**src/rtl/pipeline_pkg.sv**
```systemverilog
// -----------------------------------------------------------------------------
// pipeline_pkg
// Definitions shared by the pipeline stage registers.
//   - stage_state_e : handshake FSM states. Each encoding equals the number of
//                     entries held in that state.
//   - DEFAULT_WIDTH : default bits per lane.
//   - occupancy_of  : entry count reported for a given state.
// No ports (package).
// -----------------------------------------------------------------------------
package pipeline_pkg;

  localparam int DEFAULT_WIDTH = 32;

  typedef enum logic [1:0] {
    ST_EMPTY = 2'd0,
    ST_FULL  = 2'd1,
    ST_SKID  = 2'd2
  } stage_state_e;

  // The encoding is chosen so that the state value is also the entry count.
  function automatic logic [1:0] occupancy_of(input stage_state_e s);
    return logic'(s[1]) ? 2'd2 : {1'b0, s[0]};
  endfunction

endpackage : pipeline_pkg

```
**src/rtl/stage_data_reg.sv**
```systemverilog
// -----------------------------------------------------------------------------
// stage_data_reg
// Payload register for one pipeline entry. It has a load enable and a
// synchronous clear, and the clear takes priority over the load.
// Ports:
//   clock   in   rising-edge clock
//   reset_n in   asynchronous active-low reset (q -> 0)
//   clear   in   synchronous clear (q -> 0), wins over load
//   load    in   capture d on the next edge
//   d       in   [DW-1:0] next payload
//   q       out  [DW-1:0] held payload
// -----------------------------------------------------------------------------
module stage_data_reg #(
  parameter int DW = 64
) (
  input  logic          clock,
  input  logic          reset_n,
  input  logic          clear,
  input  logic          load,
  input  logic [DW-1:0] d,
  output logic [DW-1:0] q
);

  // NOTE: The payload register is reset even though it is datapath. Stages
  // downstream can observe out_data after reset, so it must read as zero.
  always_ff @(posedge clock or negedge reset_n) begin
    if (!reset_n) begin
      q <= '0;
    end else if (clear) begin
      q <= '0;
    end else if (load) begin
      q <= d;
    end
  end

endmodule : stage_data_reg

```
**src/rtl/hs_stage_reg.sv**
```systemverilog
// -----------------------------------------------------------------------------
// hs_stage_reg
// A valid/ready pipeline register that carries LANES fields of WIDTH bits
// across one stage boundary. Fields are packed lane-major, with lane 0 in the
// LSBs. The payload is opaque and is never modified.
//   SKID=1 : in_ready comes from a register. A one-entry skid buffer absorbs
//            the beat that arrives while downstream stalls.
//   SKID=0 : a single entry. in_ready = !out_valid | out_ready (combinational).
// flush discards held and incoming beats. reset_n overrides everything.
// Ports:
//   clock     in   rising-edge clock
//   reset_n   in   asynchronous active-low reset
//   flush     in   synchronous discard of all held and incoming data
//   in_valid  in   upstream beat present
//   in_ready  out  stage accepts a beat this cycle
//   in_data   in   [LANES*WIDTH-1:0] upstream payload
//   out_valid out  downstream beat present
//   out_ready in   downstream accepts this cycle
//   out_data  out  [LANES*WIDTH-1:0] payload to the next stage
//   occupancy out  [1:0] entries held (0, 1, or 2 only when SKID=1)
// -----------------------------------------------------------------------------
module hs_stage_reg
  import pipeline_pkg::*;
#(
  parameter int WIDTH = DEFAULT_WIDTH,
  parameter int LANES = 2,
  parameter int SKID  = 1
) (
  input  logic                   clock,
  input  logic                   reset_n,
  input  logic                   flush,
  input  logic                   in_valid,
  output logic                   in_ready,
  input  logic [LANES*WIDTH-1:0] in_data,
  output logic                   out_valid,
  input  logic                   out_ready,
  output logic [LANES*WIDTH-1:0] out_data,
  output logic [1:0]             occupancy
);

  localparam int DW = LANES * WIDTH;

  stage_state_e   state;
  stage_state_e   state_next;
  logic           main_load;
  logic [DW-1:0]  main_d;
  logic [DW-1:0]  skid_q;
  logic           in_ready_q;

  // NOTE: Every signal written in this block gets a default value first. A
  // path that skips an assignment would otherwise infer a latch.
  always_comb begin
    state_next = state;
    main_load  = 1'b0;
    main_d     = in_data;
    unique case (state)
      ST_EMPTY: begin
        if (in_valid) begin
          state_next = ST_FULL;
          main_load  = 1'b1;
        end
      end
      ST_FULL: begin
        if (out_ready && in_valid) begin
          main_load = 1'b1;                 // replace the beat leaving now
        end else if (out_ready) begin
          state_next = ST_EMPTY;            // out_data keeps its last value
        end else if (in_valid && SKID != 0) begin
          state_next = ST_SKID;             // the beat goes to the skid entry
        end
      end
      ST_SKID: begin
        if (out_ready) begin
          state_next = ST_FULL;
          main_load  = 1'b1;
          main_d     = skid_q;              // older beat moves up, FIFO order
        end
      end
      default: state_next = ST_EMPTY;
    endcase
    // flush has priority over every transfer. The data registers clear
    // themselves through their clear input.
    if (flush) begin
      state_next = ST_EMPTY;
    end
  end

  // NOTE: Sequential state uses non-blocking assignments. Other always_ff
  // blocks then read the pre-edge values, as the hardware does.
  always_ff @(posedge clock or negedge reset_n) begin
    if (!reset_n) begin
      state      <= ST_EMPTY;
      out_valid  <= 1'b0;
      occupancy  <= 2'd0;
      in_ready_q <= 1'b1;
    end else begin
      state      <= state_next;
      out_valid  <= (state_next != ST_EMPTY);
      occupancy  <= occupancy_of(state_next);
      in_ready_q <= (state_next != ST_SKID);
    end
  end

  // With a skid entry, in_ready is the registered flag and has no path from
  // out_ready. Without one, the single entry can be refilled in the same
  // cycle it drains.
  assign in_ready = (SKID != 0) ? in_ready_q : (!out_valid || out_ready);

  stage_data_reg #(.DW(DW)) u_main (
    .clock   (clock),
    .reset_n (reset_n),
    .clear   (flush),
    .load    (main_load),
    .d       (main_d),
    .q       (out_data)
  );

  generate
    if (SKID != 0) begin : g_skid
      // Capture only while downstream is stalled and main is occupied.
      logic skid_load;
      assign skid_load = (state == ST_FULL) && in_valid && !out_ready;

      stage_data_reg #(.DW(DW)) u_skid (
        .clock   (clock),
        .reset_n (reset_n),
        .clear   (flush),
        .load    (skid_load),
        .d       (in_data),
        .q       (skid_q)
      );
    end else begin : g_no_skid
      assign skid_q = '0;
    end
  endgenerate

endmodule : hs_stage_reg

```
**config.mk**
```make
export PLATFORM = sky130hd
export DESIGN_NAME = hs_stage_reg
export DESIGN_NICKNAME = d
export VERILOG_FILES = /design/src/rtl/pipeline_pkg.sv /design/src/rtl/stage_data_reg.sv /design/src/rtl/hs_stage_reg.sv
export SDC_FILE = /design/constraint.sdc
export NUM_CORES = 1
export LEC_CHECK = 0
export BUFFER_PORTS_ARGS = -buffer_cell sky130_fd_sc_hd__buf_2
export CORE_ASPECT_RATIO = 0.6
export CORE_UTILIZATION = 60
export CTS_BUF_LIST = sky130_fd_sc_hd__clkbuf_8
export CTS_CLUSTER_DIAMETER = 30
export DETAILED_ROUTE_END_ITERATION = 8
export PLACE_DENSITY = 0.89
export SYNTH_ARGS = -nofsm -noshare
export SYNTH_HDL_FRONTEND = slang
export SYNTH_SLANG_ARGS = --single-unit
```
**constraint.sdc**
```tcl
create_clock -name clock -period 3.57 [get_ports clock]
set_clock_uncertainty 0.2 [all_clocks]
set_input_delay 0.1785 -clock clock [delete_from_list [all_inputs] [get_ports clock]]
set_output_delay 0.1785 -clock clock [all_outputs]
set_load 0.01 [all_outputs]
```
==> qor.yml, run 1 <==
critical_path:
  path_max_fanout: 35
  worstSetupPathType: "register to register"
  worst_setup_path_start_kind: "register"
  worst_ep_required_time_ns: 3.70
  end_kind: "register"
  crit_arrival_ns: 2.46
sta:
  slew_viol_final: 0
  fin_ws_ns: 1.23
  setup_viol: 0
  hold_violations: 0
  rsz0062_at_grt: "false"
  max_slew_margin_pct: 35.9
  fmax_mhz: 428
  setup_tns_ns: 0
  tightest_slew_ns: 0.962
  post-route-min-period_ns: 2.34
  fin_crit_sh_pct: 65.5
grt:
  antenna_found_initial: 0
  grt_pass1_wl_mm: 25.3
  grt_pass1_vias: 5006
  grt_max_degree: 72
  grt_overflow: 0
  track_usage_pct: 32.6
drt:
  ant_nets: 0
  via_count: 4863
  drtPass1Iterations: 5
  avgViaCountPerCell: 6.19
  wirelength_mm: 15.8
  drc_errors: 0
  avgRoutedWirePerCell_um: 20.2
  drt_iter0_markers: 392
clock_tree:
  worstSkewPairLatency_ns: 0.44
  htree_levels: 4
  cts_buffers: 17
  ctsResizeCount: 0
  ctsHoldBuffers: 68
  cts_tree: "yes"
  cts.root.buffer_cell: "clkbuf_8"
  clkSinkCount: 133
  cts_buffer_depth: 2
  cts_setup_buffers: 0
  clk_pin_slew_worst_paths_ns: 0.07
floorplan:
  fp.dieH_um: 79.4
  io_pins: 137
  dieArea_um2: 10400
  core_um2: 9430
  rows: 27
  start_util_pct: 63.5
  die_x_um: 131
yosys:
  ys_seq_area_share_pct: 55.6
  syn_avg_cell_area_um2: 13.1
  ys_types: 28
  synth-seq-cells: 133
  netlist_top_cells_area: "dfrtp_1 55%, mux2i_1 11%, a22o_1 9.4%"
  syn_nets: 527
  synthCells: 458
  syn-cell-area_um2: 5980
  synth_largest_area_cell: "dfrtp_1"
  synth-warning-count: 0
  synth_top_area_share_pct: 55.2
place:
  dp_hpwl_mm: 9.03
  port_buffers: 136
  pre_cts_slack_ns: 1.30
  place_congestion: 0.833
power_and_ir_drop:
  combPwrFrac_pct: 17.1
  p_int_uw: 2450
  p_per_area_nw_per_um2: 439
  power_frac_seq_pct: 48.7
  power_frac_clock_pct: 34.1
  power_switching_uw: 940
  p_sw_share_pct: 27.7
  ir_worst_vdd_mv: 0.256
  p_leak_uw: 0.00415
flow_run:
  cap_violations: 0
finish:
  finalNetCount: 711
  n_fill_cell: 516
  num_antenna_cells: 0
  drive_above_1_share_pct: 32.5
  syn_to_final_growth_pct: 28.9
outcome:
  status: "completed"
hold_path:
  min-delay-path-class: "input port to async pin"
synthesized netlist by cell type:
master	number
a21oi_2	1
clkbuf_1	7
nand2b_1	1
nand2_1	1
buf_6	2
a221oi_2	32
nor2b_4	2
nand2_2	2
dfrtp_1	132
dfstp_2	1
a21oi_1	2
o21a_1	1
inv_1	2
o21ai_2	1
buf_1	3
buf_2	23
a22o_1	64
mux2i_1	64
nor2_1	66
xnor2_1	1
nor2b_2	1
buf_4	9
nor2_4	1
o21bai_1	1
a221oi_1	32
and2b_1	1
or3_1	1
buf_8	4
through the flow:
step	util (%)	std cells	hold WS [ns]	area [um2]	total power [uW]
global route	81.8	785	0.244	7710	3540
detailed placement	70.8	685	0.106	6670	2190
CTS	81.8	785	0.186	7710	3390
global placement	70.8	685	0.105	6670	2170
floorplan	-	458	-0.317	5980	1970
finish	81.8	785	0.181	7710	3390
metal layers:
layer / vias up / share of wire (%) / track usage (%)
met5: - / 0 / 0
met4: 0 / 1.7 / 12.0
met3: 30 / 8.2 / 8.36
met2: 230 / 47 / 50.9
met1: 2486 / 43 / 44.2
li1: 2117 / - / -
sequential cells by signal (all words and copies together), names as in the netlist:
register,flops
out_valid,1
u_main.q,64
state,1
in_ready,1
occupancy,2
g_skid.u_skid.q,64
kinds of logic (layout without fill, tap and decap cells):
logic type,count (synthesis),in the layout,share of synthesized area (%)
buffers and inverters,50,247,5.19
xor gates and xnor gates,1,1,0.146
AOI/OAI and AO/OA,134,134,22.8
and+or+nand+nor,76,76,5.54
DFF,133,133,55.6
muxes,64,64,10.7
layout by cell type (no fill, tap or decap), types with 2 or more instances in the layout:
master	n
buf_4	7
dfrtp_1	132
nor2_1	66
mux2i_1	64
dlygate4sd3_1	68
clkbuf_8	21
buf_12	4
nor2b_4	2
a22o_1	64
buf_2	134
clkinv_2	3
inv_1	8
a21oi_1	2
a221oi_2	32
a221oi_1	32
critical path, cell delays in order, from the launching register on:
cell	delay, ns
dfrtp_1	0.45
nor2b_4	0.28
nand2_4	0.38
buf_12	0.36
mux2i_1	0.19
a221oi_2	0.34
path summary, 6_finish.rpt:
kind / to / slack, ns / startpoint / cells after the start
setup reg to reg: u_main.q[10] / 1.23 / occupancy[1] / 5
min in group clock: g_skid.u_skid.q[20] / 0.31 / g_skid.u_skid.q[20] / 1
hold / removal: u_main.q[26] / 0.18 / reset_n / 2
hold reg to reg: g_skid.u_skid.q[20] / 0.31 / g_skid.u_skid.q[20] / 1
setup / recovery: u_main.q[10] / 1.23 / occupancy[1] / 5
max in group asynchronous: in_ready / 2.10 / reset_n / 3
power by group through the flow:
stage | clock network [uW] | logic [uW] | registers (uW)
2_1_floorplan | 0 | 266 | 1700
3_3_place_gp | 0 | 495 | 1670
3_5_place_dp | 0 | 513 | 1680
4_1_cts | 1170 | 572 | 1650
5_1_grt | 1250 | 631 | 1660
6_report | 1160 | 580 | 1650
layout make-up:
type | instances | area (um2) | area share [%]
multi-input cells | 275 | 2370 | 30.7
well taps | 130 | 163 | 2.11
repair buffers | 213 | 1480 | 19.2
clock inverters | 11 | 75.1 | 0.973
flip-flops and latches | 133 | 3330 | 43.2
inverters | 2 | 7.51 | 0.0973
clock buffers | 21 | 289 | 3.75
No activity file was read; power rests on OpenSTA's default activity.
==> run 2: changes to the inputs <==
- CORE_UTILIZATION: 60 -> 56
- PLACE_DENSITY: 0.89 -> 0.84
- clock period: 3.57 -> 2.2 ns (I/O delays scaled with it)
==> run 2 against run 1 <==
  * Clock power increased by 84%
  * Worst setup slack got worse by 1.1 ns
  * Via count decreased by 1.5%
  * Flip-flop and latch count stayed put
  * Register-to-register slack got worse by 1.1 ns
  * Global-route usage decreased by 2.3 points
  * Wire length increased by 0.97%
  * Combinational power up 66%
  * Cell count increased by 1.1%
  * Largest power group unchanged
==> qor.yml, run 2 (synthesis results as in run 1) <==
critical_path:
  path_max_fanout: 33
  worstSetupPathType: "register to register"
  crit_arrival_ns: 2.22
  worst_ep_required_time_ns: 2.32
  worst_setup_path_start_kind: "register"
  cpPeakStageDelay_ns: 0.50
  end_kind: "register"
  crit_slowest_cell: "buf_4"
  path_cells: "nor2b_4 > nand2_4 > buf_4 > mux2i_1 > a221oi_1"
place:
  port_buffers: 136
  place_congestion: 0.785
  pre_cts_slack_ns: 0.197
  placed_cell_area_um2: 6740
  dp_hpwl_mm: 8.99
clock_tree:
  cts_tree: "yes"
  clk_pin_slew_worst_paths_ns: 0.08
  ctsResizeCount: 0
  cts_buffer_depth: 2
  worstSkewPairLatency_ns: 0.43
  htree_levels: 4
  ctsHoldBuffers: 69
  clkSinkCount: 133
  cts_setup_buffers: 0
  cts.root.buffer_cell: "clkbuf_8"
  cts_buffers: 17
finish:
  syn_to_final_growth_pct: 31.2
  largestRegisters: "g_skid.u_skid.q: 64 flops, u_main.q: 64 flops, occupancy: 2 flops"
  layout_common_cells: "134 x buf_2, 132 x dfrtp_1, 69 x dlygate4sd3_1"
  num_antenna_cells: 0
  finalInstanceArea_um2: 7850
  final_common_cell: "buf_2"
  fin_util_pct: 77.5
  drive_above_1_share_pct: 33.7
  finalNetCount: 716
sta:
  post-route-min-period_ns: 2.10
  slew_viol_final: 0
  max_slew_margin_pct: 40.3
  setup_viol: 0
  fmax_mhz: 477
  holdWs_ns: 0.0912
  rsz0062_at_grt: "false"
  tightest_slew_ns: 0.892
  setup_tns_ns: 0
  hold_violations: 0
  fin_crit_sh_pct: 95.4
  fin_ws_ns: 0.102
floorplan:
  core_um2: 10100
  io_pins: 137
  rows: 28
  fp.dieH_um: 82.1
  dieArea_um2: 11100
  die_x_um: 135
  start_util_pct: 59.1
grt:
  grt_max_degree: 114
  grt_pass1_wl_mm: 25.2
  antenna_found_initial: 0
  track_usage_pct: 30.3
  grt_overflow: 0
  grt_pass1_vias: 4980
drt:
  ant_nets: 0
  drtPass1Iterations: 4
  avgRoutedWirePerCell_um: 20.1
  drt_iter0_markers: 375
  wirelength_mm: 16.0
  drc_errors: 0
  via_count: 4790
  avgViaCountPerCell: 6.03
outcome:
  status: "completed"
power_and_ir_drop:
  p_leak_uw: 0.00418
  p_per_area_nw_per_um2: 735
  ir_worst_vdd_mv: 0.445
hold_path:
  min-delay-path-class: "input port to async pin"
flow_run:
  cap_violations: 0
[run 2: cell count changes in the layout (fill, tap and decap cells not counted)]
cell | before | now
dlygate4sd3_1 | 68 | 69
buf_4 | 7 | 8
clkinv_4 | 0 | 2
inv_6 | 0 | 1
buf_12 | 4 | 7
inv_1 | 8 | 2
clkinvlp_4 | 1 | 3
bufinv_16 | 1 | 3
clkbuf_8 | 21 | 19
[run 2: layer usage]
metal,track usage [%],wire [um],up-vias
met4,11.1,169,0
met1,39.9,7120,2433
li1,-,-,2120
met2,49.7,7570,218
met5,0,0,-
met3,6.85,1140,19
[run 2: stage by stage]
stage / cells / total power [uW]
after detailed placement: 694 / 3580
after floorplan: 458 / 3200
after global routing: 794 / 6000
after CTS: 794 / 5810
final: 794 / 5770
after global placement: 694 / 3540
[run 2: power breakdown]
part	internal, uW	switching, uW	total, uW
sequential	2590	94.3	2680
combinational	417	545	961
clock	1170	952	2130
[run 2: path summary, 6_finish.rpt]
kind / from / endpoint / slack [ns] / cells past startpoint
min in group clock: in_data[32] / g_skid.u_skid.q[32] / 0.25 / 3
setup / recovery: occupancy[1] / u_main.q[32] / 0.10 / 5
max in group asynchronous: reset_n / u_main.q[22] / 0.53 / 3
hold reg to reg: g_skid.u_skid.q[54] / g_skid.u_skid.q[54] / 0.31 / 1
setup reg to reg: occupancy[1] / u_main.q[32] / 0.10 / 5
hold / removal: reset_n / g_skid.u_skid.q[25] / 0.09 / 3
[run 2: area by class of cell]
class                   instances  area (um2)
clock buffers                  19         262
clock inverters                12         154
fillers                       623        2280
inverters                       2        7.51
multi-input cells             275        2370
flip-flops and latches        133        3330
well taps                     135         169
repair buffers                218        1560
[run 2: worst max-delay path, delay by kind of cell (launching register included)]
| family | cells | cell delay [ns] |
|---|---|---|
| AOI/OAI and AO/OA | 1 | 0.36 |
| and+or+nand+nor | 2 | 0.27 |
| buffers and inverters | 1 | 0.50 |
| muxes | 1 | 0.18 |
| DFF | 1 | 0.45 |
==> run 3: changes to the inputs <==
- PLACE_DENSITY: 0.84 -> 0.91
==> run 3 against run 2 <==
  * Wire length is 4.0% higher
  * Worst hold slack worse by 0.067 ns
  * Cell count is 0.50% higher
  * Worst setup slack better by 0.060 ns
  * Sequential power hardly changed
  * Highest routed layer unchanged
==> qor.yml, run 3 (synthesis results as in run 1) <==
outcome:
  status: "completed"
sta:
  setup_viol: 0
  setup_tns_ns: 0
  slew_viol_final: 0
  fmax_mhz: 491
  max_slew_margin_pct: 33.5
  fin_crit_sh_pct: 92.7
  tightest_slew_ns: 0.994
  rsz0062_at_grt: "false"
  hold_violations: 0
  post-route-min-period_ns: 2.04
flow_run:
  cap_violations: 0
finish:
  layoutNonFillerInstCount: 798
  largestRegisters: "g_skid.u_skid.q: 64 flops, u_main.q: 64 flops, occupancy: 2 flops"
  layout_common_cells: "134 x buf_2, 132 x dfrtp_1, 70 x dlygate4sd3_1"
  finalNetCount: 720
  fin_util_pct: 78.8
  syn_to_final_growth_pct: 33.3
  drive_above_1_share_pct: 33.9
  final_common_cell: "buf_2"
  num_antenna_cells: 0
place:
  dp_hpwl_mm: 9.49
  port_buffers: 136
  place_congestion: 0.801
  place_inst: 697
drt:
  drc_errors: 0
  via_count: 4912
  wirelength_mm: 16.6
  drtPass1Iterations: 6
  drt_iter0_markers: 361
  avgViaCountPerCell: 6.16
  avgRoutedWirePerCell_um: 20.9
  ant_nets: 0
clock_tree:
  cts_buffer_depth: 2
  cts_tree: "yes"
  clkSinkCount: 133
  cts.root.buffer_cell: "clkbuf_8"
  htree_levels: 4
  worstSkewPairLatency_ns: 0.44
  ctsResizeCount: 0
  cts_buffers: 17
  clk_pin_slew_worst_paths_ns: 0.07
critical_path:
  path_max_fanout: 6
  worst_ep_required_time_ns: 2.38
  worstSetupPathType: "register to register"
  worst_setup_path_start_kind: "register"
  crit_arrival_ns: 2.22
  end_kind: "register"
floorplan:
  rows: 28
  fp.dieH_um: 82.1
  start_util_pct: 59.1
  dieArea_um2: 11100
  core_um2: 10100
  io_pins: 137
  die_x_um: 135
grt:
  antenna_found_initial: 0
  grt_overflow: 0
  grt_pass1_wl_mm: 26.0
  track_usage_pct: 31.3
  grt_max_degree: 65
  grt_pass1_vias: 4941
power_and_ir_drop:
  p_leak_uw: 0.00423
  ir_worst_vdd_mv: 0.477
  p_per_area_nw_per_um2: 770
hold_path:
  min-delay-path-class: "input port to register"
## run 3: final timing paths
check | cells after the start | end | from | slack (ns)
setup / recovery | 5 | occupancy[1] | occupancy[1] | 0.16
hold / removal | 4 | out_valid | out_ready | 0.02
setup reg to reg | 5 | occupancy[1] | occupancy[1] | 0.16
hold reg to reg | 1 | g_skid.u_skid.q[15] | g_skid.u_skid.q[15] | 0.31
max in group asynchronous | 3 | g_skid.u_skid.q[34] | reset_n | 0.36
min in group asynchronous | 3 | u_main.q[58] | reset_n | 0.06
## run 3: critical path, cell delays in order, from the launching register on
cell and delay [ns]:
dfrtp_1 0.45, nor2b_4 0.25, a21oi_1 0.11, or3_1 0.31, dlygate4sd3_1 0.60, inv_1 0.07
## run 3: area by class of cell
cell class	instances	area, um2
multi-input cells	275	2370
repair buffers	222	1620
flip-flops and latches	133	3330
fillers	615	2150
well taps	135	169
inverters	2	7.51
clock buffers	19	262
clock inverters	12	225
## run 3: timing repair
item                                   CTS  global route
setup buffers                            0             0
hold buffers                            70             0
endpoints found under the hold margin  265             0
## run 3: routing by layer
metal	up-vias	track usage [%]	routed length, um
li1	2129	-	-
met1	2514	41.8	7340
met2	243	49.6	7770
met3	26	7.78	1270
met4	0	12.5	263
met5	-	0	0
## run 3: where the power goes
group	internal, uW	switching, uW	leakage [uW]	total, uW
clock	1520	971	0.000234	2490
sequential	2590	91.9	0.00178	2680
combinational	421	551	0.00222	972
## run 3: through the flow
stage,setup WS (ns),hold WS (ns),total power (uW),cell area [um2]
after floorplan,0.550,-0.386,3200,5980
after global placement,0.339,-0.0883,3540,6790
after detailed placement,0.222,-0.0740,3570,6790
after CTS,0.170,0.00827,6160,7980
after global routing,0.0773,0.0259,6370,7980
final,0.162,0.0246,6150,7980
